`src/rtl/instruction_fetch_unit.sv`:
```
// Instruction fetch stage: holds the program memory, latches the word addressed by
// pc_in into the instruction register and hands opcode/operand to execute.
module instruction_fetch_unit #(
  parameter int ADDR_W = 3,
  parameter int INSTR_W = 8,
  parameter int OPC_W = 4,
  parameter logic [OPC_W-1:0] HALT_OPC = 4'hF
) (
  input  logic                     clk,
  input  logic                     rst,
  input  logic [ADDR_W-1:0]        pc_in,
  input  logic                     prog_we,
  input  logic [ADDR_W-1:0]        prog_addr,
  input  logic [INSTR_W-1:0]       prog_data,
  input  logic                     stall,
  output logic [INSTR_W-1:0]       ir_out,
  output logic [OPC_W-1:0]         opcode,
  output logic [INSTR_W-OPC_W-1:0] operand,
  output logic                     instr_valid,
  output logic                     halted,
  output logic [3:0]               instr_count
);

  localparam int DEPTH = 2 ** ADDR_W;

  typedef enum logic [1:0] {
    IDLE,
    FETCH,
    DECODE,
    HALTED
  } state_t;

  state_t state;

  logic [INSTR_W-1:0] mem [DEPTH];
  logic [INSTR_W-1:0] fetch_word;

  // Program memory has no reset so a loaded program survives rst; loads are
  // accepted in every state, and the fetch below sees the pre-write word.
  always_ff @(posedge clk) begin
    if (prog_we) begin
      mem[prog_addr] <= prog_data;
    end
  end

  assign fetch_word = mem[pc_in];

  always_ff @(posedge clk) begin
    if (rst) begin
      state       <= IDLE;
      ir_out      <= '0;
      opcode      <= '0;
      operand     <= '0;
      instr_valid <= 1'b0;
      halted      <= 1'b0;
      instr_count <= '0;
    end else begin
      case (state)
        IDLE: begin
          state <= FETCH;
        end
        FETCH: begin
          ir_out      <= fetch_word;
          opcode      <= fetch_word[INSTR_W-1 -: OPC_W];
          operand     <= fetch_word[INSTR_W-OPC_W-1:0];
          instr_valid <= 1'b1;
          state       <= DECODE;
        end
        DECODE: begin
          // A stalled execute stage keeps the decoded instruction on the outputs.
          if (!stall) begin
            instr_count <= instr_count + 4'd1;
            instr_valid <= 1'b0;
            if (opcode == HALT_OPC) begin
              halted <= 1'b1;
              state  <= HALTED;
            end else begin
              state <= FETCH;
            end
          end
        end
        HALTED: begin
          state <= HALTED;
        end
        default: begin
          state <= IDLE;
        end
      endcase
    end
  end

endmodule

```
`config.mk`:
```
export PLATFORM = sky130hd
export DESIGN_NAME = instruction_fetch_unit
export DESIGN_NICKNAME = d
export VERILOG_FILES = /design/src/rtl/instruction_fetch_unit.sv
export SDC_FILE = /design/constraint.sdc
export NUM_CORES = 1
export LEC_CHECK = 0
export ABC_AREA = 1
export BUFFER_PORTS_ARGS = -buffer_cell sky130_fd_sc_hd__buf_2
export CAP_MARGIN = 20
export CORE_UTILIZATION = 53
export CTS_BUF_LIST = sky130_fd_sc_hd__clkbuf_16
export DETAILED_ROUTE_END_ITERATION = 7
export PLACE_DENSITY = 0.74
export SYNTH_ARGS = -nofsm -noshare
export SYNTH_HDL_FRONTEND = slang
export SYNTH_SLANG_ARGS = --single-unit
export TNS_END_PERCENT = 100
```
`constraint.sdc`:
```
create_clock -name clk -period 2.36 [get_ports clk]
set_input_delay 0.354 -clock clk [delete_from_list [all_inputs] [get_ports clk]]
set_output_delay 0.354 -clock clk [all_outputs]
set_load 0.02 [all_outputs]
```
==> summary.md, run 1 <==
| Metric | Value |
|---|---|
| First-pass GRT wire length | `10.9 mm` |
| Core outline area | `6310 um2` |
| DRC viols | `0` |
| VDD IR max | `720 uV` |
| Vias per cell | `5.11` |
| Post-synth top area share | `55.8%` |
| Worst slew pin tran | `0.724 ns` |
| Post-cts resize count | `0` |
| Pwr Density | `816 nW/um2` |
| Cell variety after synth | `18` |
| Max Transition Viols Final | `0` |
| Setup bufs post-CTS | `0` |
| Netlist Area Pre-Place | `3450 um2` |
| Hold Buf Count CTS | `0` |
| Max cap viols | `0` |
| Register area share after synthesis | `65.1%` |
| Largest family of logic cells by synthesized area | `simple AND/OR/NAND/NOR gates` |
| Post-synth top cells | `nand2_1 (113), edfxtp_1 (64), inv_1 (59)` |
| WP buf/inv | `1` |
| Most used DFF post-synth | `edfxtp_1` |
| FILL cells | `560` |
| EDFF count, synth | `64` |
| Pin count of the biggest net entering global routing | `33` |
| Final setup violation count | `0` |
| Share of cells above drive strength 1 | `14.9%` |
| Grt ovf | `0` |
| Pwr Total | `0.00315 W` |
| Post-DP HPWL | `4.76 mm` |
| Clock-pin slew on the worst setup and hold paths | `0.06 ns` |
| Crit path largest cell delay | `0.42 ns` |
| Synth area leader | `edfxtp_1` |
| Synth Area in Compound Gates | `1.38%` |
| Total of warnings raised by yosys | `0` |
| Worst-skew pair later-pin latency | `0.33 ns` |
| Die Area | `6830 um2` |
| First-pass DRT Iterations | `5` |
| Die W | `82.6 um` |
| CTS H-tree depth | `3` |
| FMAX | `768 MHz` |
| CTS Buf Count | `9` |
| Vias | `2374` |
| Fin area | `3860 um2` |
| Post-synthesis adder-cell area fraction | `0.363%` |
| Critical path class | `flip-flop to output pin` |
| TritonCTS clock tree | `built` |
| Nets | `402` |
| Max_slew headroom | `51.5%` |
| Hold Path Class | `input pin to flip-flop` |
| Final Hold Fails | `0` |
| Io pins | `40` |
| Worst Path Max Fanout | `6` |
| Final min period | `1.30 ns` |
| Worst Path Required | `2.01 ns` |
| Total GRT Usage | `23.3%` |
| Vias in the first global route | `2191` |
| Synthesis-to-finish area growth | `12.1%` |
| Routability cong. | `0.767` |
| Cells after Synth | `351` |
| Critical path cell sequence | `buf_2` |
| Most instantiated library cell after synthesis | `nand2_1` |
| Average wire per standard cell | `15.1 um` |
| Clk_skew | `0.00658 ns` |
| Routed Antenna Nets | `0` |
| Chip height | `82.6 um` |
| Synthesized flop and latch total | `80` |
| XOR/XNOR Fraction of Synth Area | `0%` |
| Family with the most delay on the worst path | `flip-flops` |
| Slowest stage cell on the critical path | `dfxtp_1` |
| Async S/R FF share, synth | `0%` |
| # diodes | `0` |
| Worst endpoint data arrival time | `0.95 ns` |
| Crit start category | `flip-flop` |
| Routed wire length | `7.01 mm` |
| Clock sink count | `80` |
| Final period utilization | `55.2%` |
| Placed inst area | `3580 um2` |
| Leakage power | `1.77 nW` |
| RSZ-0062 raised after global routing | `false` |
| Initial core utilization | `54.6%` |
| Post-Synth Simple-Gate Area | `21.8%` |
| Setup TNS Final | `0 ns` |
| Site Rows | `29` |
| Root buffer cell | `clkbuf_16` |
| Initial drt markers | `179` |
| Status | `finished, final reports clean` |
| Post-synth net total | `370` |
| Initial antenna violation count | `0` |
| Max Buffers Root-to-Sink | `2` |
| Mux share of post-synthesis cell area | `0%` |
| IO Port Bufs | `39` |
| Mean post-synth cell area | `9.82 um2` |
| Critical Path Sink Type | `output pin` |
| Most area-consuming cells after synthesis | `edfxtp_1 (56%), nand2_1 (12%), dfxtp_1 (9.3%)` |
-- worst paths after layout --
| path | start | to | slack [ns] | depth (start not counted) |
|---|---|---|---|---|
| worst max-delay path | instr_count[0] | instr_count[0] | 1.06 | 1 |
| worst min-delay path | rst | state[1] | 0.28 | 2 |
| worst max register to register | state[0] | ir_out[0] | 1.22 | 6 |
| worst min register to register | ir_out[0] | ir_out[0] | 0.47 | 2 |
-- sequential cells by signal, indices dropped and copies added, names as in the netlist --
| name | cells |
|---|---|
| ir_out | 8 |
| mem | 64 |
| halted | 1 |
| state | 2 |
| instr_valid | 1 |
| instr_count | 4 |
-- cell families (layout without fill, tap and decap cells) --
logic type,Yosys count,in the layout
AO/OA/AOI/OAI,9,9
adder cells (fa/ha/maj),1,1
buffers and inverters,80,117
flip-flops,80,80
AND/OR/NAND/NOR,181,181
-- where the power goes --
group / total (W) / switching [W] / leakage, nW / internal, W
Clock: 0.00130 / 0.000577 / 0.134 / 0.000721
Sequential: 0.00161 / 0.0000264 / 0.712 / 0.00158
Combinational: 0.000251 / 0.000178 / 0.918 / 0.0000731
Total: 0.00315 / 0.000781 / 1.77 / 0.00237
-- placed cells by master, fill, tap and decap left out, types with 2 or more instances in the layout --
cell type	count
nand2_1	113
clkbuf_16	9
nor2_1	16
nand3_1	49
o21ai_0	3
buf_2	39
inv_1	60
inv_6	3
dfxtp_1	16
edfxtp_1	64
clkinvlp_4	2
a21oi_1	5
-- per-layer routing --
layer	up-vias	share of wire [%]	track usage (%)
met5	-	0	0
met1	1107	46	32.2
met4	0	1.2	7.24
met3	7	6.3	6.48
met2	88	47	35.8
li1	1172	-	-
-- cell type report --
class                      instances  area, um2  share of cell area, %
tap                               77       96.3                   2.49
inverter                          61        231                   5.99
clock buffer                       9        225                   5.83
sequential                        80       2240                   58.0
timing repair buffer              40        203                   5.25
clock inverter                     7       53.8                   1.39
multi-input combinational        191        812                   21.0
-- per-stage QoR --
stage,hold slack (ns),setup WS [ns],util [%],instances
after floorplan,0.423,1.13,-,351
after CTS,0.266,1.05,61.2,465
after detailed placement,0.465,0.814,56.8,449
after global placement,0.448,0.841,56.8,449
after global routing,0.286,1.01,61.2,465
final,0.276,1.06,61.2,465
No activity file was read; power rests on OpenSTA's default activity.
==> run 2, diff against run 1 <==
==> constraint.sdc (replaced) <==
create_clock -name clk -period 1.3 [get_ports clk]
set_input_delay 0.195 -clock clk [delete_from_list [all_inputs] [get_ports clk]]
set_output_delay 0.195 -clock clk [all_outputs]
set_load 0.02 [all_outputs]
==> summary.md, run 2 (synthesis results as in run 1) <==
| Metric | Value |
|---|---|
| Post-DP HPWL | `3.95 mm` |
| Vias per cell | `4.95` |
| Crit path largest cell delay | `0.41 ns` |
| Max reg flops | `64` |
| Place WS | `0.169 ns` |
| Site Rows | `29` |
| VDD IR max | `1030 uV` |
| # diodes | `0` |
| Final setup violation count | `0` |
| Largest register by flop count | `mem` |
| Psw | `0.00129 W` |
| Top flop regs | `mem: 64 flops, ir_out: 8 flops, instr_count: 4 flops` |
| Initial antenna violation count | `0` |
| Worst Path Max Fanout | `6` |
| Core outline area | `6310 um2` |
| Clk_skew | `0.00350 ns` |
| Inst Count DP | `459` |
| Worst setup path start | `instr_count[0]` |
| Critical Path Sink Type | `output pin` |
| Reg2Reg Launch Point | `state[0]` |
| First-pass GRT wire length | `9.83 mm` |
| Die W | `82.6 um` |
| Max_slew headroom | `65.4%` |
| RSZ-0062 raised after global routing | `false` |
| DRC viols | `0` |
| Initial drt markers | `153` |
| CTS H-tree depth | `3` |
| Nets | `412` |
| Area of the multi-input gates | `812 um2` |
| Initial core utilization | `54.6%` |
| Chip height | `82.6 um` |
| Final non-filler cell total | `475` |
| IO Port Bufs | `39` |
| Vias | `2349` |
| Max Transition Viols Final | `0` |
| Worst endpoint data arrival time | `0.93 ns` |
| TritonCTS clock tree | `built` |
| Root buffer cell | `clkbuf_16` |
| Pwr Total | `0.00577 W` |
| Final period utilization | `86.7%` |
| Placed inst area | `3670 um2` |
| Most frequent cells in the layout | `nand2_1 (113), edfxtp_1 (64), inv_1 (60)` |
| First-pass DRT Iterations | `4` |
| Hold Buf Count CTS | `0` |
| Setup TNS Final | `0 ns` |
| Setup ws final | `0.173 ns` |
| Die Area | `6830 um2` |
| Routability cong. | `0.769` |
| FMAX | `887 MHz` |
| Vias in the first global route | `2095` |
| Synthesis-to-finish area growth | `15.1%` |
| Grt ovf | `0` |
| Commonest non-fill, non-tap cell in the layout | `nand2_1` |
| Family with the most delay on the worst path | `flip-flops` |
| Clock-pin slew on the worst setup and hold paths | `0.06 ns` |
| CTS Buf Count | `9` |
| Slowest stage cell on the critical path | `dfxtp_1` |
| Pwr Density | `1450 nW/um2` |
| Max Buffers Root-to-Sink | `2` |
| FILL cells | `508` |
| Routed Antenna Nets | `0` |
| Hold Crit Start | `rst` |
| Status | `finished, final reports clean` |
| Routed wire length | `6.33 mm` |
| Worst slew pin tran | `0.517 ns` |
| Final min period | `1.13 ns` |
| Register Area | `2240 um2` |
| Worst Path Required | `1.11 ns` |
| Fin area | `3970 um2` |
| Pin count of the biggest net entering global routing | `33` |
| Total GRT Usage | `20.9%` |
| WP buf/inv | `1` |
| Max cap viols | `0` |
| Final Hold Fails | `0` |
| Critical path cell sequence | `buf_2` |
| Switching share of power | `22.3%` |
| Hold Path Class | `input pin to flip-flop` |
| Pint | `0.00448 W` |
| Crit start category | `flip-flop` |
| Io pins | `40` |
| Logic pwr share | `8.0%` |
| Worst-skew pair later-pin latency | `0.32 ns` |
| Share of cells above drive strength 1 | `16.8%` |
| Seq pwr share | `50.5%` |
| Clock Power Share | `41.5%` |
| Clock sink count | `80` |
| Average wire per standard cell | `13.3 um` |
| Leakage power | `1.82 nW` |
| Critical path class | `flip-flop to output pin` |
## run 2: worst paths after layout
check | endpoint | slack [ns] | depth (start not counted)
worst min-delay path | instr_count[3] | 0.12 | 2
worst max register to register | ir_out[5] | 0.20 | 5
worst max-delay path | instr_count[0] | 0.17 | 1
worst min register to register | halted | 0.47 | 2
## run 2: cell type report
class | instances | share of cell area, %
sequential | 80 | 56.5
multi-input combinational | 191 | 20.5
timing repair buffer | 50 | 7.32
inverter | 61 | 5.93
clock buffer | 9 | 5.68
tap | 77 | 2.43
clock inverter | 7 | 1.64
## run 2: layer usage
| layer | part of all wire (%) | GRT usage (%) | vias up |
|---|---|---|---|
| li1 | - | - | 1194 |
| met1 | 44 | 25.9 | 1064 |
| met2 | 48 | 34.5 | 77 |
| met3 | 6.1 | 4.51 | 14 |
| met4 | 1.8 | 10.9 | 0 |
| met5 | 0 | 0 | - |
## run 2: stage by stage
stage,utilization (%),hold slack [ns]
3_5_place_dp,58.2,0.458
6_report,62.8,0.117
3_3_place_gp,58.2,0.443
5_1_grt,62.8,0.121
4_1_cts,62.8,0.113
2_1_floorplan,-,0.264
## run 2: what timing repair did
action,in CTS,in global routing
setup buffers,0,0
setup endpoints to repair,0,3
gates resized for setup,0,1
## run 2: power by group through the flow
stage	logic (W)	registers (W)	clock network, W
floorplan	0.000297	0.00299	0
global placement	0.000449	0.00296	0
detailed placement	0.000461	0.00297	0
CTS	0.000464	0.00291	0.00243
global route	0.000519	0.00292	0.00254
finish	0.000464	0.00291	0.00239
## run 2: worst register-to-register path, cell delays in order (launching register included)
cell     delay [ns]
dfxtp_1        0.31
inv_1          0.07
nor2_1         0.06
nor2_1         0.41
nand2_1        0.12
nand2_1        0.09
==> run 3, diff against run 2 <==
--- a/config.mk
+++ b/config.mk
@@ -6,12 +6,13 @@
 export NUM_CORES = 1
 export LEC_CHECK = 0
 export ABC_AREA = 1
-export BUFFER_PORTS_ARGS = -buffer_cell sky130_fd_sc_hd__buf_2
 export CAP_MARGIN = 20
+export CORE_MARGIN = 2
 export CORE_UTILIZATION = 53
 export CTS_BUF_LIST = sky130_fd_sc_hd__clkbuf_16
 export DETAILED_ROUTE_END_ITERATION = 7
-export PLACE_DENSITY = 0.74
+export DONT_BUFFER_PORTS = 1
+export PLACE_DENSITY = 0.69
 export SYNTH_ARGS = -nofsm -noshare
 export SYNTH_HDL_FRONTEND = slang
 export SYNTH_SLANG_ARGS = --single-unit
==> summary.md, run 3 (synthesis results as in run 1) <==
| Metric | Value |
|---|---|
| Max reg flops | `64` |
| # diodes | `0` |
| Worst endpoint data arrival time | `0.94 ns` |
| Final min period | `1.14 ns` |
| First-pass GRT wire length | `10.5 mm` |
| Synthesis-to-finish area growth | `13.3%` |
| Max_slew headroom | `63.8%` |
| TritonCTS clock tree | `built` |
| Total GRT Usage | `20.0%` |
| IO Port Bufs | `0` |
| Final period utilization | `87.6%` |
| Reg2Reg Launch Point | `state[1]` |
| Nets | `387` |
| Routability cong. | `0.758` |
| Site Rows | `29` |
| Final setup violation count | `0` |
| R2r setup slk | `0.20 ns` |
| Fin area | `3900 um2` |
| Setup TNS Final | `0 ns` |
| Clock-pin slew on the worst setup and hold paths | `0.06 ns` |
| Average wire per standard cell | `14.2 um` |
| Vias | `2214` |
| Placed inst area | `3500 um2` |
| Chip height | `84.6 um` |
| Worst setup path start | `ir_out[3]` |
| Max cap viols | `0` |
| Top flop regs | `mem: 64 flops, ir_out: 8 flops, instr_count: 4 flops` |
| Status | `finished, final reports clean` |
| CTS H-tree depth | `3` |
| Leakage power | `1.72 nW` |
| Hold Path Class | `input pin to flip-flop` |
| Io pins | `40` |
| Clock sink count | `80` |
| Routed wire length | `6.39 mm` |
| Setup bufs post-CTS | `0` |
| Place WS | `0.168 ns` |
| Setup ws final | `0.161 ns` |
| Vias per cell | `4.92` |
| Vias in the first global route | `2162` |
| Inst Count DP | `425` |
| Initial drt markers | `138` |
| Die W | `84.6 um` |
| Max Transition Viols Final | `0` |
| First-pass DRT Iterations | `4` |
| Routed Antenna Nets | `0` |
| Pwr Density | `1520 nW/um2` |
| Reg-to-Reg End | `ir_out[7]` |
| Initial antenna violation count | `0` |
| Worst Path Max Fanout | `3` |
| Worst Path Required | `1.11 ns` |
| Core outline area | `6310 um2` |
| Grt ovf | `0` |
| Commonest non-fill, non-tap cell in the layout | `nand2_1` |
| Clk_skew | `0.00365 ns` |
| Worst-skew pair later-pin latency | `0.33 ns` |
| VDD IR max | `959 uV` |
| Critical Path Sink Type | `output pin` |
| Critical path class | `flip-flop to output pin` |
| Largest register by flop count | `mem` |
| Crit path depth | `0` |
| Max Buffers Root-to-Sink | `2` |
| Most frequent cells in the layout | `nand2_1 (113), edfxtp_1 (64), inv_1 (58)` |
| Cell count of the worst reg-to-reg path | `4` |
| Final Hold Slack | `0.0130 ns` |
| DRC viols | `0` |
| CTS Buf Count | `9` |
| Post-DP HPWL | `3.92 mm` |
| Share of cells above drive strength 1 | `9.12%` |
| Initial core utilization | `54.6%` |
| Pin count of the biggest net entering global routing | `34` |
| Final Hold Fails | `0` |
| FMAX | `878 MHz` |
| Root buffer cell | `clkbuf_16` |
| Worst slew pin tran | `0.541 ns` |
| RSZ-0062 raised after global routing | `false` |
| Crit path to | `operand[3]` |
| Final non-filler cell total | `450` |
| Die Area | `7160 um2` |
| Crit start category | `flip-flop` |
[run 3: power by group]
| part | internal [W] | total, W | switching, W | leakage [nW] |
|---|---|---|---|---|
| combinational | 0.000132 | 0.000376 | 0.000244 | 0.852 |
| sequential | 0.00287 | 0.00293 | 0.0000650 | 0.712 |
| clock | 0.00166 | 0.00261 | 0.000945 | 0.154 |
| total | 0.00466 | 0.00592 | 0.00125 | 1.72 |
[run 3: final cells by class]
type / instances / area, um2
fillers: 529 / 2410
flip-flops and latches: 80 / 2240
multi-input cells: 191 / 812
inverters: 61 / 231
clock buffers: 9 / 225
repair buffers: 25 / 210
well taps: 77 / 96.3
clock inverters: 7 / 86.3
[run 3: worst min path at each step]
stage	from	endpoint	slack (ns)	cells after the start
final	rst	instr_count[0]	0.01	2
after global routing	rst	instr_count[0]	0.008	2
after CTS	rst	instr_count[0]	0.0009	2
after detailed placement	rst	state[1]	0.27	1
after global placement	rst	instr_count[3]	0.27	1
after floorplan	rst	instr_count[3]	0.26	1
[run 3: worst register-to-register path, cell delays in order, from the launching register on]
cell     delay (ns)
dfxtp_1        0.35
nor2_1         0.08
nor2_1         0.42
nand2_1        0.12
nand2_1        0.09
[run 3: timing repair]
| item | in CTS | in global routing |
|---|---|---|
| endpoints found under the hold margin | 68 | 0 |
| hold buffers | 9 | 0 |
| setup endpoints to repair | 0 | 1 |
| resized for setup | 0 | 1 |
[run 3: per-layer routing]
layer	track usage, %	routed length (um)
met5	0	0
met4	12.4	105
met3	5.60	559
met2	31.2	3170
met1	24.6	2550
[run 3: per-stage QoR]
step	utilization [%]	power (W)
2_1_floorplan	-	0.00329
3_3_place_gp	55.5	0.00331
3_5_place_dp	55.5	0.00332
4_1_cts	61.8	0.00595
5_1_grt	61.8	0.00613
6_report	61.8	0.00592
